File: src/rtl/countdown_share_ctrl.sv
// countdown_share_ctrl
//
// Shares one WIDTH-bit down counter between two requesters. The block
// arbitrates round-robin, loads the winner's value and counts down to zero.
// A global pause freezes the count. A one-cycle done pulse then goes back
// to the owner. Every output is driven straight from a flop.
//
// Build option:
//   COUNTDOWN_SHARE_ABORT_EN - when defined, the countdown is aborted if the
//   owner drops its request while counting. The count value is frozen, no
//   done pulse is issued, and the owner becomes "last". When the macro is
//   undefined, a request that drops after the grant is ignored.
//
// state    | meaning
// ---------+-------------------------------------------------------------
// ST_IDLE  | no owner; arbitrate between req0/req1 on each edge
// ST_COUNT | owner holds the counter; decrement unless paused
// ST_DONE  | one cycle: done pulse to owner, gnt still high, cnt = 0

module countdown_share_ctrl #(
  parameter int WIDTH = 5
) (
  input  logic             clk,
  input  logic             rst,
  input  logic             req0,
  input  logic             req1,
  input  logic [WIDTH-1:0] val0,
  input  logic [WIDTH-1:0] val1,
  input  logic             pause,
  output logic             gnt0,
  output logic             gnt1,
  output logic             done0,
  output logic             done1,
  output logic             busy,
  output logic [WIDTH-1:0] cnt
);

  typedef enum logic [1:0] {
    ST_IDLE  = 2'd0,
    ST_COUNT = 2'd1,
    ST_DONE  = 2'd2
  } state_t;

  state_t           state_q, state_d;
  logic [WIDTH-1:0] cnt_q, cnt_d;
  logic             gnt0_q, gnt0_d;
  logic             gnt1_q, gnt1_d;
  logic             done0_q, done0_d;
  logic             done1_q, done1_d;
  logic             busy_q, busy_d;
  // Identity of the most recent owner; 1 out of reset so req0 wins the first tie.
  logic             last_q, last_d;

  // Current owner index. The grants are one-hot outside IDLE, so gnt1 alone identifies the owner.
  logic             owner;
  // On a tie, grant requester 1 only when requester 0 was the last owner.
  logic             pick1;
`ifdef COUNTDOWN_SHARE_ABORT_EN
  logic             owner_req;
`endif

  assign owner = gnt1_q;
  assign pick1 = req1 && (!req0 || (last_q == 1'b0));
`ifdef COUNTDOWN_SHARE_ABORT_EN
  assign owner_req = owner ? req1 : req0;
`endif

  // State register and registered outputs, cleared asynchronously.
  always_ff @(posedge clk or posedge rst) begin
    if (rst) begin
      state_q <= ST_IDLE;
      cnt_q   <= '0;
      gnt0_q  <= 1'b0;
      gnt1_q  <= 1'b0;
      done0_q <= 1'b0;
      done1_q <= 1'b0;
      busy_q  <= 1'b0;
      last_q  <= 1'b1;
    end else begin
      state_q <= state_d;
      cnt_q   <= cnt_d;
      gnt0_q  <= gnt0_d;
      gnt1_q  <= gnt1_d;
      done0_q <= done0_d;
      done1_q <= done1_d;
      busy_q  <= busy_d;
      last_q  <= last_d;
    end
  end

  // Next-state logic: arbitration, countdown, done handshake.
  always_comb begin
    state_d = state_q;
    cnt_d   = cnt_q;
    gnt0_d  = gnt0_q;
    gnt1_d  = gnt1_q;
    done0_d = 1'b0;
    done1_d = 1'b0;
    last_d  = last_q;

    case (state_q)
      ST_IDLE: begin
        if (req0 || req1) begin
          gnt0_d  = !pick1;
          gnt1_d  = pick1;
          cnt_d   = pick1 ? val1 : val0;
          state_d = ST_COUNT;
        end
      end

      ST_COUNT: begin
`ifdef COUNTDOWN_SHARE_ABORT_EN
        // An abort takes precedence over both pause and terminal count.
        if (!owner_req) begin
          gnt0_d  = 1'b0;
          gnt1_d  = 1'b0;
          last_d  = owner;
          state_d = ST_IDLE;
        end else
`endif
        if (pause) begin
          cnt_d = cnt_q;
        end else if (cnt_q != '0) begin
          cnt_d = cnt_q - WIDTH'(1);
        end else begin
          done0_d = !owner;
          done1_d = owner;
          state_d = ST_DONE;
        end
      end

      ST_DONE: begin
        gnt0_d  = 1'b0;
        gnt1_d  = 1'b0;
        cnt_d   = '0;
        last_d  = owner;
        state_d = ST_IDLE;
      end

      default: begin
        gnt0_d  = 1'b0;
        gnt1_d  = 1'b0;
        cnt_d   = '0;
        state_d = ST_IDLE;
      end
    endcase

    busy_d = (state_d != ST_IDLE);
  end

  assign gnt0  = gnt0_q;
  assign gnt1  = gnt1_q;
  assign done0 = done0_q;
  assign done1 = done1_q;
  assign busy  = busy_q;
  assign cnt   = cnt_q;

endmodule

File: config.mk
export PLATFORM = sky130hd
export DESIGN_NAME = countdown_share_ctrl
export DESIGN_NICKNAME = d
export VERILOG_FILES = /design/src/rtl/countdown_share_ctrl.sv
export SDC_FILE = /design/constraint.sdc
export NUM_CORES = 1
export LEC_CHECK = 0
export ABC_AREA = 1
export CAP_MARGIN = 20
export CORE_MARGIN = 4
export CORE_UTILIZATION = 40
export CTS_BUF_LIST = sky130_fd_sc_hd__clkbuf_16
export CTS_CLUSTER_DIAMETER = 150
export DETAILED_ROUTE_END_ITERATION = 7
export PLACE_DENSITY = 0.82
export SLEW_MARGIN = 20
export SYNTH_ARGS = -nofsm -noshare
export SYNTH_HDL_FRONTEND = slang
export SYNTH_SLANG_ARGS = --single-unit
export TNS_END_PERCENT = 30
File: constraint.sdc
create_clock -name clk -period 1.35 [get_ports clk]
set_clock_uncertainty 0.2 [all_clocks]
set_input_delay 0.2025 -clock clk [delete_from_list [all_inputs] [get_ports clk]]
set_output_delay 0.2025 -clock clk [all_outputs]
set_load 0.03 [all_outputs]
==> impl.org, run 1 <==
** Outcome
- The run finished, with violations left.
- Violated checks :: negative setup slack

** Final layout
- Counting the fill cells in the layout gives 138.
- Diode insertion count for antenna repair :: 0
- P&R area growth vs syn :: 67.1%
- Share of the core filled with cells in the final layout :: 72.4%
- The net count of the finished layout is approximately 160.
- In the final layout, the share of cells above drive strength 1 is between 40% and 50%.
- Area of all placed cells without fillers :: about 0.0013 sq mm

** Setup path
- In this run the critical register-to-register path is launched from cnt[0].
- For flop-to-flop paths, the worst setup slack is -0.11 ns.
- Worst Reg2Reg Path Length in Cells :: 7
- The worst setup path is launched from a flip-flop.
- Capturing element type of the critical path :: flip-flop
- Data arrives at the worst endpoint at 1.38 ns.
- The critical path is of the flip-flop to flip-flop type.
- Capture point of the worst reg-to-reg path :: cnt[1]
- Of all nets on the critical path, the largest fanout is 6.
- At the worst endpoint, the required time is roughly 1.3 ns.

** Clocking
- Clock latency on the worst-skew pair, taken at its later pin, is 0.24 ns.
- For this design, the sink count on the clock tree is 13.
- Total CTS buffers :: 3
- The root buffer cell chosen for the clock tree is sky130_fd_sc_hd__clkbuf_16.
- TritonCTS built the clock tree.
- CTS HTree Levels :: 1
- Clock slew at reported path FFs :: roughly 0.050 ns
- In this run the deepest clock path goes through 2 buffers.

** Timing
- Count of endpoints failing hold in the final timing report :: 0
- RSZ-0062 raised after global routing :: true
- Max-slew violation total from the final report :: 0
- Setup ws final :: -0.105 ns
- Transition time of the tightest slew-check pin :: 0.248 ns
- Based on the critical path, the design can be clocked at up to about 700 MHz.
- Final min period :: 1.46 ns
- Worst rel slew slack :: around 83%
- Ratio of final minimum period to clock period :: 108%
- Setup violations remaining at the end of the flow were counted as 8.

** Floorplan
- Placement Rows :: 15
- Placeable core area :: 0.00176 sq mm
- Die width :: 51.7 microns
- Pin placement for this block handled 25 I/O pins.
- Measured along the y axis, the die boundary spans 51.7 microns.
- DIE AREA :: 0.00267 sq mm
- The initial utilization of the core area, before any placement, comes to 43.3%.

** Yosys
- Primary FF master, synth :: sky130_fd_sc_hd__dfrtp_1
- Counting flops with an async set or reset pin after synthesis yields a share of 100%.
- In this run, synthesis inferred 0 flip-flops with an integrated enable.
- Number of standard cells after synthesis :: 98
- Leading post-synthesis cells by instance count :: sky130_fd_sc_hd__nand2_1, sky130_fd_sc_hd__nand3_1, sky130_fd_sc_hd__dfrtp_1
- Synthesized net count :: 114
- Of the synthesized area, sequential elements account for 42.7%.
- The synthesized netlist occupies a cell area of 764 sq um.
- Post-synth cell types :: 20
- After synthesis the netlist holds a flip-flop and latch count of 13.
- Proportion of netlist area held by the largest area contributor :: 39.3%
- Yosys attributes the largest share of cell area to sky130_fd_sc_hd__dfrtp_1, sky130_fd_sc_hd__nand2_1, sky130_fd_sc_hd__nand3_1.
- By instance count, the leading cell after synthesis is sky130_fd_sc_hd__nand2_1.
- During synthesis, Yosys emitted a total of 0 warnings.
- Cell type with the largest total area after synthesis :: sky130_fd_sc_hd__dfrtp_1
- The average instance in the mapped netlist occupies 7.80 sq um.

** Detailed routing
- In the routed design, unresolved DRC markers number 0.
- Number of iterations in the first detailed-routing pass :: 4
- Wire length per cell :: 13.9 microns
- In this run the remaining antenna-violating nets after routing total 0.
- Number of vias per cell :: 5.07
- In this run, the number of DRC markers left after iteration 0 of detailed routing was 9.
- Routed via count :: 826
- Wirelength, routed :: roughly 2.3 mm

** Run
- Max Cap Viol :: 0

** Placement
- Post-DP Area :: about 0.0011 sq mm
- Dpl hpwl :: 1.54 mm
- Final weighted congestion of routability-driven global placement :: roughly 0.83
- Port Buffer Count :: 24

** Min path
- The min-delay analysis places its worst path in the category input pin to asynchronous set/reset pin.

** Global route
- Total congestion overflow after global routing :: 0
- Vias in the first global route :: between 800 and 900
- Maximum number of pins on one net before global-route repair :: 14
- The initial antenna violation count was 0.
- Global-route total usage across every layer :: 18.5%
- Wire length of the first global-routing pass :: 3.64 mm

** Pwr
- For this design the static power due to leakage is about 0.63 nW.
- Design Power :: about 0.0032 W
- Across the VDD grid, the largest voltage drop is around 0.0016 V.
- In this run the power density over the cells is 2480 mW/mm^2.
[power breakdown]
part | internal [W] | total, W | switching (W)
combinational | 0.000818 | 0.00189 | 0.00107
sequential | 0.000558 | 0.000707 | 0.000150
clock | 0.000395 | 0.000569 | 0.000174
[layout by cell type, fill, tap and decap left out, types with 2 or more instances in the layout]
master and instances:
sky130_fd_sc_hd__clkdlybuf4s50_1 13, sky130_fd_sc_hd__o21ai_0 2, sky130_fd_sc_hd__nand2_2 9, sky130_fd_sc_hd__inv_1 5, sky130_fd_sc_hd__a21oi_1 2, sky130_fd_sc_hd__nor2_2 2, sky130_fd_sc_hd__nand2_4 4, sky130_fd_sc_hd__nor2_4 3
sky130_fd_sc_hd__nor2_1 3, sky130_fd_sc_hd__nand3_1 17, sky130_fd_sc_hd__dfrtp_1 8, sky130_fd_sc_hd__buf_6 5, sky130_fd_sc_hd__nand2_1 25, sky130_fd_sc_hd__dfrtp_2 4, sky130_fd_sc_hd__buf_4 16, sky130_fd_sc_hd__clkbuf_16 3
sky130_fd_sc_hd__inv_2 5
[logic make-up (layout without fill, tap and decap cells)]
kind of cell / Yosys count / in the layout / synth area share [%]
buf+inv: 10 / 50 / 4.91
simple gates: 68 / 68 / 46.5
compound gates: 6 / 6 / 4.26
flops: 13 / 13 / 42.7
fa+ha+maj: 1 / 1 / 1.64
[area by class of cell]
type / count / area (sq um) / share of cell area [%]
Inverter: 10 / 37.5 / 2.94
Timing Repair Buffer: 36 / 339 / 26.5
Clock inverter: 1 / 5.00 / 0.392
Clock buffer: 3 / 75.1 / 5.88
Multi-Input combinational cell: 75 / 458 / 35.8
Sequential cell: 13 / 332 / 26.0
Tap cell: 25 / 31.3 / 2.45
[worst max-delay path by stage]
stage            from     end  slack [ns]  depth (start not counted)
2_1_floorplan  cnt[0]  cnt[2]       -0.08                          7
3_3_place_gp     req1  cnt[2]       -0.24                          7
3_5_place_dp     req1  cnt[2]       -0.25                          7
4_1_cts        cnt[0]  cnt[2]       -0.06                          7
5_1_grt        cnt[0]  cnt[1]       -0.14                          7
6_report       cnt[0]  cnt[1]       -0.11                          7
[stage by stage]
step	setup slack [ns]	instances	hold WS [ns]	TNS (ns)
2_1_floorplan	-0.0841	98	-0.121	-0.396
3_3_place_gp	-0.237	157	0.284	-1.50
3_5_place_dp	-0.252	157	0.291	-1.65
4_1_cts	-0.0588	162	0.0550	-0.269
5_1_grt	-0.143	163	0.0724	-0.896
6_report	-0.105	163	0.0510	-0.493
[state kept, by name (all words and copies together) (netlist names)]
| name | count |
|---|---|
| busy | 1 |
| cnt | 5 |
| done0 | 1 |
| done1 | 1 |
| gnt0 | 1 |
| gnt1 | 1 |
| last_q | 1 |
| state_q | 2 |
[worst max-delay path, stage by stage (launching register included)]
cell and delay (ns):
sky130_fd_sc_hd__dfrtp_2 0.42, sky130_fd_sc_hd__inv_2 0.09, sky130_fd_sc_hd__ha_4 0.18, sky130_fd_sc_hd__nand3_4 0.09
sky130_fd_sc_hd__nand3b_4 0.13, sky130_fd_sc_hd__nand2_4 0.10, sky130_fd_sc_hd__nand2_2 0.08, sky130_fd_sc_hd__nand2_2 0.05
[metal layers]
layer | share of wire [%] | GRT usage (%) | up-vias
met5 | 0 | 0 | -
met2 | 52 | 34.5 | 19
met3 | 3.7 | 3.15 | 8
met1 | 42 | 20.9 | 400
li1 | - | - | 399
met4 | 2.3 | 6.55 | 0
[repair_timing]
| item | CTS | global route |
|---|---|---|
| buffers inserted | 1 | 1 |
| pin swaps | 1 | 7 |
| gates resized for setup | 6 | 14 |
| endpoints found under the setup margin | 10 | 14 |
| endpoints found under the hold margin | 0 | 0 |
| hold buffers | 0 | 0 |
(Power assumes the default switching activity.)
==> inputs of run 2 (changes only) <==
Settings changed: GPL_ROUTABILITY_DRIVEN set to 1, HOLD_SLACK_MARGIN set to 0.1.
==> run 2 against run 1 <==
Against the previous run:
- the run still ends with negative setup slack left
- register-to-register slack is essentially flat
- sequential share of layout area decreased by 0.40 points
- maximum frequency is 0.50% higher
- non-clock buffer count did not move
- worst setup slack better by 0.0072 ns
- first-iteration DRC count is 130% higher
- cell count did not move
- routed wire length up 3.7%
- sequential power increased by 2%
- sequential cell count stayed put
- die area is the same
- critical endpoint unchanged
- largest cell class unchanged
- largest power group unchanged
==> impl.org, run 2 (same netlist as run 1, synthesis figures left out) <==
** Outcome
- Result of the run :: finished with violations
- Violated checks :: negative setup slack

** Final layout
- Nets :: ~160
- Once layout is done, the placed cells without fillers occupy 0.00130 sq mm.
- Fill cells in the final layout number 132.
- The library cells used most frequently in the layout, excluding fill and tap cells, are sky130_fd_sc_hd__nand2_1, sky130_fd_sc_hd__nand3_1, sky130_fd_sc_hd__clkdlybuf4s50_1, sky130_fd_sc_hd__buf_4, sky130_fd_sc_hd__nand2_2.
- Leaving out fill and tap cells, the most frequent cell in the layout is sky130_fd_sc_hd__nand2_1.
- Share of the core filled with cells in the final layout :: 73.5%
- From synthesis to final layout, the design area changed by 69.7%.
- Share of final-layout standard cells stronger than drive strength 1 :: 42.8%
- Number of flip-flops under the largest register name :: 5
- 0 antenna diodes ended up in the layout.

** Clocking
- Clock slew at reported path FFs :: 0.05 ns
- Buffers inserted during clock tree synthesis total 3.
- Root buffer cell :: sky130_fd_sc_hd__clkbuf_16
- Clock tree from TritonCTS :: built
- For this design, the sink count on the clock tree is 13.
- Counting along the longest clock path gives a buffer depth of 2.
- CTS HTree Levels :: 1
- For the worst-skew pair, the clock arrives at the later sink with an insertion delay of 0.24 ns.

** Floorplan
- The region available for standard cell placement spans 0.00176 sq mm.
- The initial utilization of the core area, before any placement, comes to 43.3%.
- The die covers 0.00267 sq mm.
- Number of ports placed on the die boundary :: 25
- In this run the vertical extent of the chip is 51.7 microns.
- Die width :: a little over 50 microns
- Placement Rows :: 15

** Min path
- Class of the most critical hold timing path :: input pin to flip-flop

** Detailed routing
- Wires add up to 2.36 mm.
- Number of vias per cell :: 5.25
- The detail route stage leaves a number of antenna-violating nets equal to 0.
- Number of iterations in the first detailed-routing pass :: 4
- First-iteration detailed-routing DRC count :: 21
- Wire length per cell :: 14.5 microns
- DRC violations left :: 0
- The routed layout has ~860 vias.

** Pwr
- Power per Cell Area :: 2470 mW/mm^2
- Design Power :: around 0.0032 W
- Max rail drop VDD :: 0.00168 V
- Static Leak :: 0.641 nW

** Timing
- Ratio of final minimum period to clock period :: 107%
- Worst rel slew slack :: 83.5%
- Setup repair after global routing could not meet its margin everywhere.
- Setup ws final :: -0.0981 ns
- Final min period :: 1.45 ns
- The number of hold-slack violations in the final timing report is 0.
- Setup violations remaining at the end of the flow were counted as 8.
- At the pin with the least slew margin, the transition time is approximately 0.25 ns.
- On the final layout, the worst hold slack is 0.282 ns.
- Max-slew violation total from the final report :: 0
- Derived from the worst setup path, the maximum achievable clock frequency is 691 MHz.

** Placement
- Port Buffer Count :: 24
- The wire-length estimate of the detail-placed layout is 1.54 mm.
- Final weighted congestion of routability-driven global placement :: 0.830
- Once placement finished, the instance area stood at around 0.0011 sq mm.

** Setup path
- The largest single stage delay on the critical path is 0.43 ns.
- Internal reg-to-reg setup slack :: -0.1 ns
- Along the worst path, the maximum fanout reaches 6.
- Data on the critical path is required at its endpoint by 1.28 ns.
- The setup path with the least slack is of type flip-flop to flip-flop.
- The critical path goes through inv_4 > ha_4 > nand3_4 > nand3b_4 > nand2_4 > nand2_2 > nand2_2.
- Among the stages of the critical path, the cell type that occurs most often is sky130_fd_sc_hd__nand2_2.
- The worst setup path is launched from a flip-flop.
- Data arrives at the worst endpoint at 1.38 ns.
- On the critical path, the stage with the largest delay is an instance of sky130_fd_sc_hd__dfrtp_2.
- STA classifies the critical path endpoint as a flip-flop.

** Run
- Max-cap violations in this run came to 0.

** Global route
- The initial antenna violation count came to 0.
- Global-route total usage across every layer :: 19.3%
- Maximum number of pins on one net before global-route repair :: 14
- The number of global-route vias before repair is roughly 860.
- Summed over all layers, the global routing overflow is 0.
- Wire length of the first global-routing pass :: 3.83 mm
[run 2: cell types whose count changed in the layout (fill, tap and decap cells not counted), sizes merged]
cell / delta
buf: -1
dlygate4sd3: +1
[run 2: worst max-delay path, delay by kind of cell, from the launching register on]
family	cells	cell delay [ns]
fa+ha+maj	1	0.17
buf+inv	1	0.08
flops	1	0.43
simple gates	5	0.46
[run 2: through the flow]
stage,instances,setup slack (ns),setup TNS (ns)
2_1_floorplan,98,-0.0841,-0.396
3_3_place_gp,157,-0.237,-1.50
3_5_place_dp,157,-0.252,-1.65
4_1_cts,163,-0.0588,-0.269
5_1_grt,163,-0.146,-0.971
6_report,163,-0.0981,-0.510
[run 2: area by class of cell]
type | count | area, sq um | share of cell area [%]
sequential | 13 | 332 | 25.6
multi-input combinational | 75 | 465 | 35.9
clock inverter | 1 | 5.00 | 0.386
clock buffer | 3 | 75.1 | 5.79
inverter | 10 | 40.0 | 3.09
timing repair buffer | 36 | 349 | 26.9
tap | 25 | 31.3 | 2.41
[run 2: path summary, 6_finish.rpt]
kind	end	startpoint	cells after the start
worst min-delay path	gnt0	req1	4
worst max register to register	cnt[1]	cnt[0]	7
max in group asynchronous	last_q	rst	4
min in group asynchronous	done1	rst	4
worst max-delay path	cnt[1]	cnt[0]	7
worst min register to register	gnt0	gnt0	2
[run 2: repair_timing]
action	4_1_cts	5_1_grt
setup endpoints to repair	10	14
setup buffers	1	0
resized for setup	6	19
pin swaps	1	7
hold endpoints to repair	12	0
hold buffers	1	0
[run 2: report_power, final]
part | switching [W] | internal (W) | total [W] | leakage, nW
clock | 0.000174 | 0.000395 | 0.000568 | 0.0409
combinational | 0.00109 | 0.000829 | 0.00192 | 0.445
sequential | 0.000164 | 0.000558 | 0.000722 | 0.155
total | 0.00143 | 0.00178 | 0.00321 | 0.641
[run 2: per-layer routing]
metal	global-route usage (%)	share of wire, %	up-vias
met3	3.15	5.3	10
met5	0	0	-
met1	22.2	40	419
met2	35.8	51	30
li1	-	-	396
met4	6.55	3.0	0
==> inputs of run 3 (changes only) <==
Settings changed: SKIP_CTS_REPAIR_TIMING set to 1.
==> run 3 against run 2 <==
Against the previous run:
- the flow still finishes with violations (negative setup slack)
- cell count unchanged
- routed wire length is 4.3% lower
- sequential cell count unchanged
- utilization fell by 1.3 points
- sequential power decreased by 2%
- sequential share of layout area grew 0.28 points
- critical path depth did not move
- critical path type unchanged
- largest cell class unchanged
==> impl.org, run 3 (same netlist as run 1, synthesis figures left out) <==
** Placement
- At the placement stage, the worst setup path has a slack of -0.252 ns.
- Final weighted congestion of routability-driven global placement :: 0.830
- Port Buffer Count :: 24
- Cells after DPL :: 157
- In this run the cell area measured after placement is 0.00112 sq mm.
- The HPWL after detailed placement is 1.54 mm.

** Detailed routing
- In the detailed route, the total length drawn on met2 is 1.18 mm.
- Number of iterations in the first detailed-routing pass :: 4
- Wire length per cell :: 13.8 microns
- The routed layout has 832 vias.
- Count of nets left with antenna violations after detail routing :: 0
- DRC violations left :: 0
- After detailed routing, the number of vias per cell comes to 5.10.
- Highest routed layer :: met4
- After the first detailed-routing iteration, the DRC count stood at 19.
- The detailed router put a total of 954 microns of wire on met1.
- Summed over all nets, wire length on met3 after detailed routing comes to 86 microns.
- Wirelength, routed :: about 2.3 mm

** Timing
- Count of endpoints failing hold in the final timing report :: 0
- In this run the tightest slew margin relative to its limit is 83.5%.
- Setup violations remaining at the end of the flow were counted as 10.
- Transition time of the tightest slew-check pin :: 0.247 ns
- Setup ws final :: -0.110 ns
- F_max :: approximately 680 MHz
- Final min period :: 1.46 ns
- Max-slew violation total from the final report :: 0
- RSZ-0062 raised after global routing :: true
- Ratio of final minimum period to clock period :: 108%

** Floorplan
- In this run the horizontal extent of the chip is roughly 52 microns.
- Die height :: just over 50 microns
- The die covers 0.00267 sq mm.
- Once the floorplan was initialized, standard cells occupied 43.3% of the core.
- Placement Rows :: 15
- Number of ports placed on the die boundary :: 25
- Placeable core area :: roughly 0.0018 sq mm

** Final layout
- Share of the core filled with cells in the final layout :: 72.2%
- After routing the design area is 0.00127 sq mm.
- Share of final-layout standard cells stronger than drive strength 1 :: 41.3%
- At the end of the flow, the number of nets in the layout was 155.
- Diode insertion count for antenna repair :: 0
- Non-filler cells, final :: 163
- From synthesis to final layout, the design area changed by 66.6%.
- Top library cells by usage in the layout, fill and taps aside :: sky130_fd_sc_hd__nand2_1, sky130_fd_sc_hd__buf_4, sky130_fd_sc_hd__nand3_1, sky130_fd_sc_hd__clkdlybuf4s50_1, sky130_fd_sc_hd__dfrtp_1
- Number of flip-flops under the largest register name :: 5
- Most common library cell in the layout ignoring fill and taps :: sky130_fd_sc_hd__nand2_1

** Clocking
- Clock latency of the later-clocked register in the worst-skew pair :: about 0.24 ns
- Sink Count :: 13
- CTS built an H-tree with a depth of 1.
- Clock slew at reported path FFs :: 0.05 ns
- Max Buffers Root-to-Sink :: 2
- TritonCTS created 3 clock buffers.
- TritonCTS built the clock tree.
- Root buffer cell :: sky130_fd_sc_hd__clkbuf_16

** Min path
- In this run the worst hold path is classified as input pin to flip-flop.

** Global route
- Global-route total usage across every layer :: 17.7%
- Vias in the first global route :: around 800
- Wire length of the first global-routing pass :: 3.53 mm
- Summed over all layers, the global routing overflow is 0.
- Initial antenna violation count :: 0
- Entering global routing, the biggest net connects 14 pins.

** Setup path
- STA classifies the critical path endpoint as a flip-flop.
- STA classifies the critical path startpoint as a flip-flop.
- At the worst endpoint, the required time is 1.28 ns.
- WP data arrival :: approximately 1.4 ns
- Critical setup path kind :: flip-flop to flip-flop
- Max FO, Critical Path :: 6

** Pwr
- Design Power :: 0.00311 W
- Static Leak :: 0.638 nW
- Max rail drop VDD :: roughly 0.0016 V
- In this run the power density over the cells is 2440 mW/mm^2.

** Outcome
- Result of the run :: finished with violations
- The checks that failed: negative setup slack.

** Run
- Max-cap violations in this run came to 0.
run 3: worst max-delay path, stage by stage (launching register included):
cell	delay (ns)
sky130_fd_sc_hd__dfrtp_2	0.42
sky130_fd_sc_hd__inv_2	0.09
sky130_fd_sc_hd__ha_4	0.17
sky130_fd_sc_hd__nand3_4	0.09
sky130_fd_sc_hd__nand3b_4	0.14
sky130_fd_sc_hd__nand2_4	0.10
sky130_fd_sc_hd__nand2_2	0.08
sky130_fd_sc_hd__nand2_2	0.05
run 3: final timing paths:
check,from,to,slack [ns],cells after the start
max in group asynchronous,rst,last_q,0.10,4
max,cnt[0],cnt[1],-0.11,7
min in group asynchronous,rst,done1,0.61,4
max reg2reg,cnt[0],cnt[1],-0.11,7
min reg2reg,gnt0,gnt0,0.30,2
min,req1,gnt0,0.28,4
run 3: layout make-up:
cell class,instances,area [sq um]
inverters,10,37.5
clock inverters,1,5.00
well taps,25,31.3
clock buffers,3,75.1
fillers,137,490
repair buffers,36,330
multi-input cells,75,465
flip-flops and latches,13,329
run 3: power breakdown:
group	leakage, nW	switching [W]	internal, W
clock network	0.0409	0.000170	0.000394
logic	0.440	0.00106	0.000779
registers	0.157	0.000156	0.000554
total	0.638	0.00139	0.00173
run 3: per-stage QoR:
step | setup TNS, ns | hold slack, ns
CTS | -0.490 | 0.0550
floorplan | -0.396 | -0.121
finish | -0.564 | 0.284
global placement | -1.50 | 0.284
global route | -1.03 | 0.325
detailed placement | -1.65 | 0.291
run 3: routing by layer:
layer / vias to the layer above / track usage (%)
li1: 396 / -
met1: 409 / 19.7
met2: 21 / 32.6
met3: 6 / 3.44
met4: 0 / 7.42
met5: - / 0
